<file path="src/rtl/rasterizer_pkg.sv">
// Shared rasterizer types: set-up triangle, per-pixel work item, and traversal-stage types.
package rasterizer_pkg;

    localparam int unsigned COORD_W = 16;

    // Edge function a*x + b*y + c
    typedef struct packed {
        logic signed [15:0] a;
        logic signed [15:0] b;
        logic signed [31:0] c;
    } edge_t;

    typedef struct packed {
        edge_t [2:0]        edges;
        logic signed [31:0] d00;
        logic signed [31:0] d01;
        logic signed [31:0] d11;
        logic [31:0]        denom_inv;
        logic [2:0][23:0]   colors;
        logic [2:0][15:0]   depths;
    } triangle_state_t;

    typedef struct packed {
        logic signed [COORD_W-1:0] x;
        logic signed [COORD_W-1:0] y;
        triangle_state_t           triangle;
    } pixel_state_t;

    typedef struct packed {
        logic signed [COORD_W-1:0] min_x;
        logic signed [COORD_W-1:0] min_y;
        logic signed [COORD_W-1:0] max_x;
        logic signed [COORD_W-1:0] max_y;
    } bbox_t;

    typedef enum logic [1:0] {
        IDLE,
        SETUP,
        WALK,
        DRAIN
    } trav_state_e;

endpackage

</file>
<file path="src/rtl/pixel_traversal_ctrl_bbox_clamp.sv">
// Clamps a raw inclusive bounding box to the screen and flags boxes that end up empty.
module bbox_clamp
    import rasterizer_pkg::*;
#(
    parameter int WIDTH  = 320,
    parameter int HEIGHT = 240
) (
    input  bbox_t raw_box,
    output bbox_t clamped_box,
    output logic  empty
);

    localparam logic signed [COORD_W-1:0] MaxX = COORD_W'(WIDTH - 1);
    localparam logic signed [COORD_W-1:0] MaxY = COORD_W'(HEIGHT - 1);

    always_comb begin
        clamped_box = raw_box;
        if ($signed(raw_box.min_x) < $signed(16'sd0)) clamped_box.min_x = '0;
        if ($signed(raw_box.min_y) < $signed(16'sd0)) clamped_box.min_y = '0;
        if ($signed(raw_box.max_x) > MaxX)            clamped_box.max_x = MaxX;
        if ($signed(raw_box.max_y) > MaxY)            clamped_box.max_y = MaxY;
    end

    // Boxes wholly off-screen invert after clamping, so this one test covers them too
    assign empty = ($signed(clamped_box.min_x) > $signed(clamped_box.max_x)) ||
                   ($signed(clamped_box.min_y) > $signed(clamped_box.max_y));

endmodule

</file>
<file path="src/rtl/pixel_traversal_ctrl.sv">
// Walks a clamped triangle bounding box in raster order, feeding pixel_eval one pixel per
// handshake, and signals completion only once pixel_eval has drained.
module pixel_traversal_ctrl
    import rasterizer_pkg::*;
#(
    parameter int WIDTH  = 320,
    parameter int HEIGHT = 240
) (
    input  logic                      clk,
    input  logic                      rst,
    input  triangle_state_t           tri_in,
    input  logic signed [COORD_W-1:0] bbox_min_x,
    input  logic signed [COORD_W-1:0] bbox_min_y,
    input  logic signed [COORD_W-1:0] bbox_max_x,
    input  logic signed [COORD_W-1:0] bbox_max_y,
    input  logic                      tri_valid,
    output logic                      tri_ready,
    output pixel_state_t              pix_out,
    output logic                      pix_valid,
    input  logic                      pix_ready,
    input  logic                      eval_busy,
    output logic                      tri_done,
    output logic                      busy,
    output logic [31:0]               pix_count
);

    trav_state_e               state_q, state_d;
    logic                      done_q, done_d;
    triangle_state_t           tri_q;
    bbox_t                     raw_q, box_q, clamped;
    logic                      box_empty;
    logic signed [COORD_W-1:0] cur_x_q, cur_y_q;
    logic [31:0]               pix_count_q;
    logic                      accept, handshake, row_end, last_pix;

    bbox_clamp #(
        .WIDTH (WIDTH),
        .HEIGHT(HEIGHT)
    ) u_bbox_clamp (
        .raw_box    (raw_q),
        .clamped_box(clamped),
        .empty      (box_empty)
    );

    assign accept    = (state_q == IDLE) && tri_valid;
    assign handshake = (state_q == WALK) && pix_ready;
    assign row_end   = (cur_x_q == box_q.max_x);
    assign last_pix  = row_end && (cur_y_q == box_q.max_y);

    always_comb begin
        state_d = state_q;
        done_d  = 1'b0;
        case (state_q)
            IDLE:  if (tri_valid) state_d = SETUP;
            SETUP: state_d = box_empty ? DRAIN : WALK;
            WALK:  if (pix_ready && last_pix) state_d = DRAIN;
            DRAIN: begin
                // Stay one extra DRAIN cycle so tri_done is registered and tri_ready stays low
                if (done_q) begin
                    state_d = IDLE;
                end else if (!eval_busy) begin
                    done_d = 1'b1;
                end
            end
            default: state_d = IDLE;
        endcase
    end

    always_ff @(posedge clk) begin
        if (!rst) begin
            state_q <= IDLE;
            done_q  <= 1'b0;
        end else begin
            state_q <= state_d;
            done_q  <= done_d;
        end
    end

    always_ff @(posedge clk) begin
        if (!rst) begin
            tri_q       <= '0;
            raw_q       <= '0;
            box_q       <= '0;
            cur_x_q     <= '0;
            cur_y_q     <= '0;
            pix_count_q <= '0;
        end else begin
            if (accept) begin
                tri_q <= tri_in;
                raw_q <= '{min_x: bbox_min_x, min_y: bbox_min_y,
                           max_x: bbox_max_x, max_y: bbox_max_y};
            end
            if (state_q == SETUP) begin
                box_q   <= clamped;
                cur_x_q <= clamped.min_x;
                cur_y_q <= clamped.min_y;
            end
            if (handshake) begin
                pix_count_q <= pix_count_q + 32'd1;
                if (row_end) begin
                    cur_x_q <= box_q.min_x;
                    cur_y_q <= cur_y_q + 16'sd1;
                end else begin
                    cur_x_q <= cur_x_q + 16'sd1;
                end
            end
        end
    end

    assign tri_ready = (state_q == IDLE);
    assign busy      = (state_q != IDLE);
    assign pix_valid = (state_q == WALK);
    assign tri_done  = done_q;
    assign pix_count = pix_count_q;
    assign pix_out   = {cur_x_q, cur_y_q, tri_q};

endmodule
</file>
<file path="config.mk">
export PLATFORM = sky130hd
export DESIGN_NAME = pixel_traversal_ctrl
export DESIGN_NICKNAME = d
export VERILOG_FILES = /design/src/rtl/rasterizer_pkg.sv /design/src/rtl/pixel_traversal_ctrl_bbox_clamp.sv /design/src/rtl/pixel_traversal_ctrl.sv
export SDC_FILE = /design/constraint.sdc
export NUM_CORES = 1
export LEC_CHECK = 0
export ABC_CLOCK_PERIOD_IN_PS = 3670
export BUFFER_PORTS_ARGS = -buffer_cell sky130_fd_sc_hd__buf_2
export CAP_MARGIN = 10
export CORE_AREA = 2 2 392 394
export CTS_CLUSTER_DIAMETER = 120
export DETAILED_ROUTE_END_ITERATION = 8
export DIE_AREA = 0 0 394 396
export MAX_ROUTING_LAYER = met4
export PLACE_DENSITY = 0.4
export SETUP_SLACK_MARGIN = 0.05
export SYNTH_ARGS = -nofsm -noshare
export SYNTH_HDL_FRONTEND = slang
export SYNTH_SLANG_ARGS = --single-unit
export TNS_END_PERCENT = 1
</file>
<file path="constraint.sdc">
create_clock -name clk -period 3.67 [get_ports clk]
set_input_delay 0.1835 -clock clk [delete_from_list [all_inputs] [get_ports clk]]
set_output_delay 0.1835 -clock clk [all_outputs]
set_load 0.01 [all_outputs]
</file>
# After elaboration in Yosys (flattened, before gate mapping)
# Cells that the tools add are included.
classes:
  addsub: 3
  order_cmp: 6
  eq_ne: 8
  mux: 16
  n_bitwise: 2
  reduce_logical: 10
ops:
  columns: ["operator", "count"]
  rows:
  - ["16-bit 2-to-1 mux", 10]
  - ["16-bit by 2-bit adder with 16-bit output (second input constant)", 2]
  - ["32-bit by 1-bit adder with 32-bit output (second input constant)", 1]
  - ["16-bit equality test", 2]
  - ["16-bit greater-than comparator", 2]
  - ["16-bit by 1-bit < comparator with 1-bit output (second input constant)", 2]
  - ["16-bit by 10-bit greater-than comparator with 1-bit output (second input constant)", 1]
  - ["16-bit by 9-bit greater-than comparator with 1-bit output (second input constant)", 1]
  - ["2-bit one-hot mux with 4 select lines", 1]
  - ["2-bit 2-to-1 mux", 3]
  - ["2-bit equality test (second input constant)", 2]
  - ["1-bit logical AND", 4]
  - ["2-bit != test (second input constant)", 2]
  - ["2-bit nonzero test", 2]
  - ["3-bit AND reduction", 1]
  - ["3-bit OR reduction", 1]
  - ["2-bit by 1-bit equality test with 1-bit output (second input constant)", 1]
  - ["2-bit zero test", 1]
  - ["1-bit 2-to-1 mux", 2]
  - ["2-bit by 1-bit != test with 1-bit output (second input constant)", 1]
  - ["1-bit NOT", 2]
  - ["1-bit logical OR", 1]
totals:
  ff_bits: 619
  input_bits: 509
  output_inout_bits: 508
  elab_cells: 76

# Logic depth before layout (Yosys ltp)
# Gate-level depths: netlist of run 1.
logic_depth:
  depth_word: 6
  mapped_depth: 12

# Cells and area by module
# A second synthesis of run 1 with hierarchy kept.
hier_totals:
  cells_unflattened: 3031
  hier_area_um2: 23850.4
by_module_without_submodules:
  columns: ["mod", "instances", "cells_per_inst", "area_per_inst_um2", "seq_area_each_um2"]
  rows:
  - ["pixel_traversal_ctrl", 1, 2842, 22650.5, 12391.9]
  - ["bbox_clamp", 1, 189, 1199.9, 0.0]

# Worst setup path after synthesis of run 1
# OpenSTA, ideal clock, no wires.
synth_path:
  path_kind: "register -> register"
  from: "register raw_q[15] (netlist name)"
  to: "register state_q[0]"
  setup_ps: 124
  t_arrival_ps: 2646
  required_time_ps: 3546
  slack_ps: 900
  path_stages_with_launch: 11
  n_path_buf: 1
  path_cell_list: "dfxtp_1 > clkbuf_1 > a31oi_1 > nor2_1 > ha_1 > a21o_1 > a221o_1 > a2111o_1 > o31a_1 > nor4_1 > a21oi_1"
synth_via:
  elab_chain_len: 6
synth_rtl:
  columns: ["item", "line", "text"]
  rows:
  - ["from (decl)", "pixel_traversal_ctrl.sv:30", "bbox_t raw_q, box_q, clamped;"]
  - ["from (signal assigned)", "pixel_traversal_ctrl.sv:90", "raw_q <= '{min_x: bbox_min_x, min_y: bbox_min_y,"]
  - ["16-bit by 9-bit greater-than comparator with 1-bit output", "pixel_traversal_ctrl_bbox_clamp.sv:21", "if ($signed(raw_box.max_y) > MaxY) clamped_box.max_y = MaxY;"]
  - ["16-bit 2-to-1 mux (*)", "pixel_traversal_ctrl_bbox_clamp.sv:21", null]
  - ["16-bit greater-than comparator (*)", "pixel_traversal_ctrl_bbox_clamp.sv:26", "($signed(clamped_box.min_y) > $signed(clamped_box.max_y));"]
  - ["1-bit logical OR (*)", "pixel_traversal_ctrl_bbox_clamp.sv:25", "assign empty = ($signed(clamped_box.min_x) > $signed(clamped_box.max_x)) ||"]
  - ["1-bit 2-to-1 mux (*)", "pixel_traversal_ctrl.sv:55", "SETUP: state_d = box_empty ? DRAIN : WALK;"]
  - ["2-bit one-hot mux with 4 select lines (*)", "pixel_traversal_ctrl.sv:53", "case (state_q)"]
  - ["to (signal assigned)", "pixel_traversal_ctrl.sv:74", "state_q <= state_d;"]
  - ["to (decl)", "pixel_traversal_ctrl.sv:27", "trav_state_e state_q, state_d;"]
# Every way passes the cells marked *; elsewhere a longest branch is shown, timed or not.
# A chain may end at the register's enable or synchronous reset.

# Worst setup path after layout of run 1
layout_path:
  from: "register raw_q[12] (netlist name)"
  to: "register state_q[0]"
# The elaborated chain is that of the path after synthesis.

==> impl_metrics.sql, run 1 <==
INSERT INTO impl_metrics (metric_group, metric, value, unit) VALUES
('timing', 'achievable-frequency', '320', 'MHz'),
('power_and_ir_drop', 'power_frac_comb', '30.1', '%'),
('critical_path', 'worst-endpoint-arrival', '3.67', 'ns'),
('detailed_routing', 'routed_wirelength', '123000', 'microns'),
('critical_path', 'critPathCaptureType', 'register', ''),
('yosys', 'yosysTopAreaCell', 'sky130_fd_sc_hd__dfxtp_1', ''),
('placement', 'gpl.final_weighted_congestion', '0.882', ''),
('yosys', 'synth.avg_cell_area', '7.81', 'sq um'),
('global_route', 'grt_first_pass_wirelength', '177000', 'microns'),
('yosys', 'postSynthCellCount', '3011', ''),
('global_route', 'antenna_violations_before_repair', '48', ''),
('clock_network', 'tritoncts', 'built', ''),
('min_path', 'beginning_of_the_worst_hold_path', 'pix_ready', ''),
('layout', 'synthToLayoutAreaGrowth', '65.4', '%'),
('power_and_ir_drop', 'total_switching_power', '8.47', 'mW'),
('layout', 'drive_gt1_share', '27.1', '%'),
('power_and_ir_drop', 'power.share.sequential', '35.7', '%'),
('layout', 'utilization', '25.7', '%'),
('layout', 'design_area', '0.0389', 'sq mm'),
('yosys', 'ys.flop_type', 'sky130_fd_sc_hd__dfxtp_1', ''),
('timing', 'fin_hold_ws', '0.158', 'ns'),
('power_and_ir_drop', 'vdd.ir_drop.worst', '0.356', 'mV'),
('clock_network', 'htree_num_levels', '3', ''),
('timing', 'rsz_0062_raised_after_global_routing', 'false', ''),
('clock_network', 'clk_pin_slew', '0.06', 'ns'),
('critical_path', 'path_max_fanout', '8', ''),
('timing', 'fin_setup_tns', '0', 'ns'),
('floorplanning', 'initial_core_util', '15.5', '%'),
('job', 'timing.max_cap.violations', '0', ''),
('detailed_routing', 'via_per_inst', '4.00', ''),
('detailed_routing', 'wl_per_cell', '18.7', 'microns'),
('floorplanning', 'die_w', '394', 'microns'),
('clock_network', 'cts.path.max_buffers', '3', ''),
('placement', 'placement.io_buffers', '1016', ''),
('layout', 'final_common_cell', 'sky130_fd_sc_hd__nand2_1', ''),
('floorplanning', 'floorplan.die_area', '0.156', 'sq mm'),
('placement', 'placed_cell_area', '0.0311', 'sq mm'),
('timing', 'fin_crit', '3.13', 'ns'),
('clock_network', 'clock-root-buffer', 'sky130_fd_sc_hd__clkbuf_16', ''),
('placement', 'dp_hpwl', '93900', 'microns'),
('detailed_routing', 'drtAntennaViolNets', '0', ''),
('timing', 'finalHoldViolCount', '0', ''),
('critical_path', 'cp-start-kind', 'register', ''),
('yosys', 'synth.area.top_cells', 'sky130_fd_sc_hd__dfxtp_1 53%, sky130_fd_sc_hd__nand2_1 18%, sky130_fd_sc_hd__a21oi_1 12%', ''),
('yosys', 'ys_ff_latch', '618', ''),
('detailed_routing', 'detail_route.iter0.violations', '1648', ''),
('power_and_ir_drop', 'cellPowerDensity', '609', 'mW/mm^2'),
('floorplanning', 'core_region_area', '0.152', 'sq mm'),
('global_route', 'global_route.overflow_total', '0', ''),
('yosys', 'syn_nets', '3557', ''),
('detailed_routing', 'via_count', '26400', ''),
('critical_path', 'path_class', 'register to register', ''),
('yosys', 'synth.lib_cells_used.distinct', '54', ''),
('clock_network', 'postCtsSetupBuffers', '0', ''),
('timing', 'worstMarginPinSlew', '0.940', 'ns'),
('detailed_routing', 'drc_errors', '0', ''),
('global_route', 'number_of_global_route_vias_before_repair', '26200', ''),
('status', 'status', 'complete, no violations', ''),
('power_and_ir_drop', 'totalPowerFinal', '23.7', 'mW'),
('timing', 'final-max-slew-violation-count', '0', ''),
('timing', 'worst_clock_skew', '0.0226', 'ns'),
('timing', 'final_min_period_over_clock_period', '85.2', '%'),
('yosys', 'synth_edf_count', '0', ''),
('power_and_ir_drop', 'p_sw_share', '35.7', '%'),
('floorplanning', 'pin_count', '1017', ''),
('timing', 'setup_viol', '0', ''),
('yosys', 'synth-seq-area-share', '52.6', '%'),
('clock_network', 'cts_hold_buffers', '507', ''),
('floorplanning', 'fp-row-count', '143', ''),
('detailed_routing', 'dr.pass1.iters', '6', ''),
('yosys', 'synth-async-reset-ratio', '0', '%');
[final cells by class]
type                            count  area, sq um
Antenna cell                       29         72.6
Clock buffer                      121         2410
Clock inverter                     22          270
Fill cell                       16800       113000
Inverter                           15         63.8
Multi-Input combinational cell   2168        10300
Sequential cell                   618        12400
Tap cell                         2030         2540
Timing Repair Buffer             1600        10900
[cell families after synthesis]
group | share of synthesized area [%]
AND/OR/NAND/NOR | 23.8
adder cells (fa/ha/maj) | 1.97
flip-flops | 52.6
buffers and inverters | 3.61
multiplexers | 0.516
XOR/XNOR | 2.27
AO/OA/AOI/OAI | 15.3
[stage by stage]
step / setup slack, ns / instances
after CTS: 0.463 / 6574
final: 0.543 / 6603
after floorplan: 0.900 / 3011
after global routing: 0.196 / 6600
after detailed placement: 0.467 / 5924
after global placement: 0.372 / 5924
[power groups by stage]
stage | clock, mW | sequential, mW | combinational (mW)
6_report | 8.09 | 8.47 | 7.13
5_1_grt | 8.61 | 8.59 | 7.88
4_1_cts | 8.38 | 8.47 | 7.25
3_5_place_dp | 0 | 8.60 | 6.74
3_3_place_gp | 0 | 8.57 | 6.76
2_1_floorplan | 0 | 8.81 | 3.31
[cell usage after synthesis, types with 3 or more instances]
cell,count
sky130_fd_sc_hd__and3_1,17
sky130_fd_sc_hd__o21a_1,3
sky130_fd_sc_hd__buf_1,32
sky130_fd_sc_hd__xor2_1,53
sky130_fd_sc_hd__nand4_1,21
sky130_fd_sc_hd__nand3_1,47
sky130_fd_sc_hd__o2bb2ai_1,3
sky130_fd_sc_hd__or3_1,7
sky130_fd_sc_hd__dfxtp_1,618
sky130_fd_sc_hd__inv_1,15
sky130_fd_sc_hd__nor2_1,96
sky130_fd_sc_hd__nor3_1,12
sky130_fd_sc_hd__nand2_1,1112
sky130_fd_sc_hd__nor2b_1,31
sky130_fd_sc_hd__a221oi_1,5
sky130_fd_sc_hd__o311ai_0,8
sky130_fd_sc_hd__nor4_1,14
sky130_fd_sc_hd__o21ai_0,25
sky130_fd_sc_hd__and4_1,4
sky130_fd_sc_hd__and2_1,10
sky130_fd_sc_hd__mux2i_1,11
sky130_fd_sc_hd__a31oi_1,6
sky130_fd_sc_hd__buf_2,4
sky130_fd_sc_hd__a21oi_1,573
sky130_fd_sc_hd__nor3b_1,3
sky130_fd_sc_hd__a21o_1,7
sky130_fd_sc_hd__clkbuf_1,174
sky130_fd_sc_hd__or2_2,5
sky130_fd_sc_hd__a211oi_1,16
sky130_fd_sc_hd__nand2b_1,6
sky130_fd_sc_hd__ha_1,37
sky130_fd_sc_hd__xnor2_1,8
[per-layer routing]
metal | up-vias | track usage (%) | part of all wire (%)
li1 | 12900 | - | -
met1 | 12500 | 19.5 | 44
met2 | 859 | 24.4 | 46
met3 | 186 | 4.12 | 7.0
met4 | 0 | 5.08 | 2.8
met5 | - | - | 0
[registers in the layout, indices dropped and copies added, names as in the netlist]
signal     cells
tri_done       1
cur_x_q       16
box_q         47
state_q        2
pix_out      440
pix_count     32
cur_y_q       16
raw_q         64
[final timing paths]
kind	endpoint	cells past startpoint	slack [ns]
hold reg to reg	pix_out[380]	2	0.45
setup reg to reg	state_q[0]	10	0.54
hold / removal	state_q[1]	6	0.16
setup / recovery	state_q[0]	10	0.54
[critical path, stage by stage, from the launching register on]
cell and delay, ns:
sky130_fd_sc_hd__dfxtp_1 0.34, sky130_fd_sc_hd__nor4_1 0.32, sky130_fd_sc_hd__a31oi_1 0.27, sky130_fd_sc_hd__nor2_1 0.24, sky130_fd_sc_hd__ha_1 0.28, sky130_fd_sc_hd__a21o_1 0.19
sky130_fd_sc_hd__a221o_1 0.33, sky130_fd_sc_hd__a2111o_1 0.41, sky130_fd_sc_hd__o31a_1 0.28, sky130_fd_sc_hd__nor4_1 0.27, sky130_fd_sc_hd__a21oi_1 0.10
Power figures use the tool's default switching activity.
==> run 2: changes to the inputs <==
--- a/config.mk
+++ b/config.mk
@@ -8,14 +8,15 @@
 export ABC_CLOCK_PERIOD_IN_PS = 3670
 export BUFFER_PORTS_ARGS = -buffer_cell sky130_fd_sc_hd__buf_2
 export CAP_MARGIN = 10
-export CORE_AREA = 2 2 392 394
+export CORE_AREA = 3 3 395 397
 export CTS_CLUSTER_DIAMETER = 120
 export DETAILED_ROUTE_END_ITERATION = 8
-export DIE_AREA = 0 0 394 396
+export DIE_AREA = 0 0 398 400
 export MAX_ROUTING_LAYER = met4
 export PLACE_DENSITY = 0.4
 export SETUP_SLACK_MARGIN = 0.05
 export SYNTH_ARGS = -nofsm -noshare
 export SYNTH_HDL_FRONTEND = slang
+export SYNTH_HIERARCHICAL = 1
 export SYNTH_SLANG_ARGS = --single-unit
 export TNS_END_PERCENT = 1
==> impl_metrics.sql, run 2 <==
INSERT INTO impl_metrics (metric_group, metric, value, unit) VALUES
('status', 'status', 'complete, no violations', ''),
('clock_network', 'tritoncts.num_buffers', '82', ''),
('floorplanning', 'die_y', '400', 'microns'),
('timing', 'achievable-frequency', '313', 'MHz'),
('layout', 'utilization', '25.6', '%'),
('placement', 'placement.io_buffers', '1016', ''),
('timing', 'slew_headroom', '31.1', '%'),
('global_route', 'grt_first_pass_wirelength', '184000', 'microns'),
('clock_network', 'clk-insertion-delay-late', '0.70', 'ns'),
('timing', 'final_min_period_over_clock_period', '87.1', '%'),
('yosys', 'synth.lib_cells_used.distinct', '53', ''),
('clock_network', 'htree_num_levels', '3', ''),
('yosys', 'yosys-mux-area-fraction', '1.89', '%'),
('detailed_routing', 'drtAntennaViolNets', '0', ''),
('floorplanning', 'fp-row-count', '143', ''),
('detailed_routing', 'detail_route.iter0.violations', '1564', ''),
('global_route', 'global_route.overflow_total', '0', ''),
('yosys', 'synth_compound_gate_area_share', '13.9', '%'),
('yosys', 'yosysTopAreaCell', 'sky130_fd_sc_hd__dfxtp_1', ''),
('critical_path', 'cp_data_required_time', '4.28', 'ns'),
('layout', 'nFillCells', '16800', ''),
('power_and_ir_drop', 'total_switching_power', '9.43', 'mW'),
('power_and_ir_drop', 'cell_internal_pwr', '15.5', 'mW'),
('yosys', 'synth_xor_xnor_area_share', '2.72', '%'),
('layout', 'final_common_cell', 'sky130_fd_sc_hd__nand2_1', ''),
('placement', 'gpl.final_weighted_congestion', '0.864', ''),
('layout', 'nNetsFinal', '5021', ''),
('critical_path', 'path_class', 'register to register', ''),
('placement', 'placed_cell_area', '0.0312', 'sq mm'),
('timing', 'fin_crit', '3.20', 'ns'),
('clock_network', 'clock_sinks', '619', ''),
('floorplanning', 'initial_core_util', '15.7', '%'),
('yosys', 'ys_ff_latch', '619', ''),
('yosys', 'synth-async-reset-ratio', '0', '%'),
('yosys', 'postSynthCellCount', '3031', ''),
('yosys', 'synthesis.area', '0.0239', 'sq mm'),
('global_route', 'antenna_violations_before_repair', '52', ''),
('timing', 'final-max-slew-violation-count', '0', ''),
('layout', 'max_reg_flops', '440', ''),
('timing', 'worst_clock_skew', '0.0373', 'ns'),
('yosys', 'main_combinational_cell_family_by_area_after_synthesis', 'simple AND/OR/NAND/NOR gates', ''),
('yosys', 'synth_fa_ha_area_share', '1.94', '%'),
('critical_path', 'worst-endpoint-arrival', '3.81', 'ns'),
('critical_path', 'path_max_fanout', '11', ''),
('yosys', 'synth.avg_cell_area', '7.87', 'sq um'),
('power_and_ir_drop', 'cellPowerDensity', '639', 'mW/mm^2'),
('yosys', 'yosys.cell_count.top_type', 'sky130_fd_sc_hd__nand2_1', ''),
('critical_path', 'r2r_setup_slack', '0.47', 'ns'),
('yosys', 'synth_largest_type_area_fraction', '52.0', '%'),
('detailed_routing', 'drc_errors', '0', ''),
('power_and_ir_drop', 'p_sw_share', '37.8', '%'),
('timing', 'finalHoldViolCount', '0', ''),
('floorplanning', 'die_w', '398', 'microns'),
('floorplanning', 'floorplan.die_area', '0.159', 'sq mm'),
('placement', 'dp_hpwl', '102000', 'microns'),
('critical_path', 'cp-start-kind', 'register', ''),
('detailed_routing', 'via_count', '26300', ''),
('power_and_ir_drop', 'power_frac_comb', '33.3', '%'),
('yosys', 'synth.area.top_cells', 'sky130_fd_sc_hd__dfxtp_1 52%, sky130_fd_sc_hd__nand2_1 17%, sky130_fd_sc_hd__a21oi_1 12%', ''),
('yosys', 'synth.cells.most_frequent', '1,091 x sky130_fd_sc_hd__nand2_1, 619 x sky130_fd_sc_hd__dfxtp_1, 555 x sky130_fd_sc_hd__a21oi_1, 179 x sky130_fd_sc_hd__clkbuf_1, 91 x sky130_fd_sc_hd__nor2_1', ''),
('clock_network', 'clk_pin_slew', '0.06', 'ns'),
('floorplanning', 'core_region_area', '0.152', 'sq mm'),
('layout', 'drive_gt1_share', '26.7', '%'),
('timing', 'rsz_0062_raised_after_global_routing', 'false', ''),
('clock_network', 'clock-root-buffer', 'sky130_fd_sc_hd__clkbuf_16', ''),
('detailed_routing', 'wl_per_cell', '20.1', 'microns'),
('min_path', 'hold-path-cell-count', '5', ''),
('power_and_ir_drop', 'vdd.ir_drop.worst', '0.323', 'mV'),
('detailed_routing', 'via_per_inst', '3.98', ''),
('yosys', 'synth_simple_gate_area_share', '23.4', '%'),
('yosys', 'ys.flop_type', 'sky130_fd_sc_hd__dfxtp_1', ''),
('global_route', 'globalRouteTotalUtil', '16.1', '%'),
('critical_path', 'critPathCaptureType', 'register', ''),
('layout', 'synthToLayoutAreaGrowth', '63.7', '%'),
('timing', 'fin_setup_tns', '0', 'ns'),
('global_route', 'grt_start_max_net_pins', '139', ''),
('layout', 'design_area', '0.0391', 'sq mm'),
('detailed_routing', 'routed_wirelength', '133000', 'microns'),
('power_and_ir_drop', 'power.leakage', '17.3', 'nW'),
('timing', 'setup_viol', '0', ''),
('detailed_routing', 'dr.pass1.iters', '6', ''),
('critical_path', 'rr_worst_depth', '14', ''),
('yosys', 'synth_edf_count', '0', ''),
('yosys', 'synth-seq-area-share', '52.0', '%'),
('clock_network', 'cts.path.max_buffers', '3', ''),
('yosys', 'yosysWarningCount', '6', ''),
('global_route', 'number_of_global_route_vias_before_repair', '25800', ''),
('floorplanning', 'pin_count', '1017', ''),
('power_and_ir_drop', 'clkPwrFrac', '32.7', '%'),
('min_path', 'timing.hold.worst.class', 'input pin to register', ''),
('clock_network', 'tritoncts', 'built', ''),
('timing', 'worstMarginPinSlew', '1.03', 'ns'),
('job', 'timing.max_cap.violations', '0', ''),
('power_and_ir_drop', 'power.share.sequential', '34.0', '%'),
('layout', 'most-common-layout-cells', '1,090 x sky130_fd_sc_hd__nand2_1, 1,016 x sky130_fd_sc_hd__buf_2, 619 x sky130_fd_sc_hd__dfxtp_1', '');
[run 2: layout make-up]
cell class	count	area, sq um	share of cell area, %
diodes	24	60.1	0.154
clock buffers	121	2410	6.17
clock inverters	26	304	0.779
inverters	39	154	0.394
multi-input cells	2159	10500	26.9
flip-flops and latches	619	12400	31.7
well taps	2030	2540	6.50
repair buffers	1574	10700	27.4
[run 2: critical path: stages, from the launching register on]
cell	delay (ns)
sky130_fd_sc_hd__dfxtp_1	0.36
sky130_fd_sc_hd__o21ai_0	0.11
sky130_fd_sc_hd__a31oi_1	0.61
sky130_fd_sc_hd__or2_2	0.24
sky130_fd_sc_hd__inv_1	0.04
sky130_fd_sc_hd__ha_1	0.29
sky130_fd_sc_hd__nand4_1	0.09
sky130_fd_sc_hd__nor4_1	0.31
sky130_fd_sc_hd__a21boi_0	0.28
sky130_fd_sc_hd__nor3_2	0.08
sky130_fd_sc_hd__o22ai_1	0.27
sky130_fd_sc_hd__nand3_1	0.13
sky130_fd_sc_hd__o2111ai_1	0.11
sky130_fd_sc_hd__a21o_1	0.10
sky130_fd_sc_hd__o211a_1	0.13
[run 2: worst paths after layout]
kind | from | endpoint
worst max-delay path | raw_q[24] | state_q[0]
worst min-delay path | pix_ready | pix_count[3]
worst max register to register | raw_q[24] | state_q[0]
worst min register to register | raw_q[44] | raw_q[44]
[run 2: power groups by stage]
stage,Sequential (mW),Combinational (mW),Clock [mW]
final,8.49,8.30,8.16
after detailed placement,8.62,7.95,0
after floorplan,8.87,4.12,0
after global routing,8.62,9.22,8.71
after global placement,8.60,7.97,0
after CTS,8.49,8.47,8.46
[run 2: routing by layer]
metal,part of all wire [%],up-vias,track usage [%]
li1,-,12900,-
met1,43,12400,19.7
met2,46,802,25.1
met3,7.9,198,5.42
met4,2.5,0,4.91
met5,0,-,-
[run 2: logic make-up (layout without fill, tap and decap cells)]
logic type	Yosys count	after routing
flops	619	619
fa+ha+maj	37	37
compound gates	634	634
mux	45	45
other cells	1	26
buf+inv	254	1760
simple gates	1367	1367
xor+xnor	74	74
[run 2: stage by stage]
step	power, mW	hold slack, ns	std cells	worst slack [ns]
after floorplan	13.0	0.260	3032	0.988
after global placement	16.6	0.350	5914	0.447
after detailed placement	16.6	0.351	5914	0.459
after CTS	25.4	0.0377	6568	0.442
after global routing	26.5	0.109	6588	0.0985
final	25.0	0.115	6592	0.475
[run 2: what timing repair did]
action / 4_1_cts / 5_1_grt
hold buffers: 507 / 0
gates resized for setup: 0 / 0
setup buffers: 0 / 0
hold endpoints to repair: 517 / 0
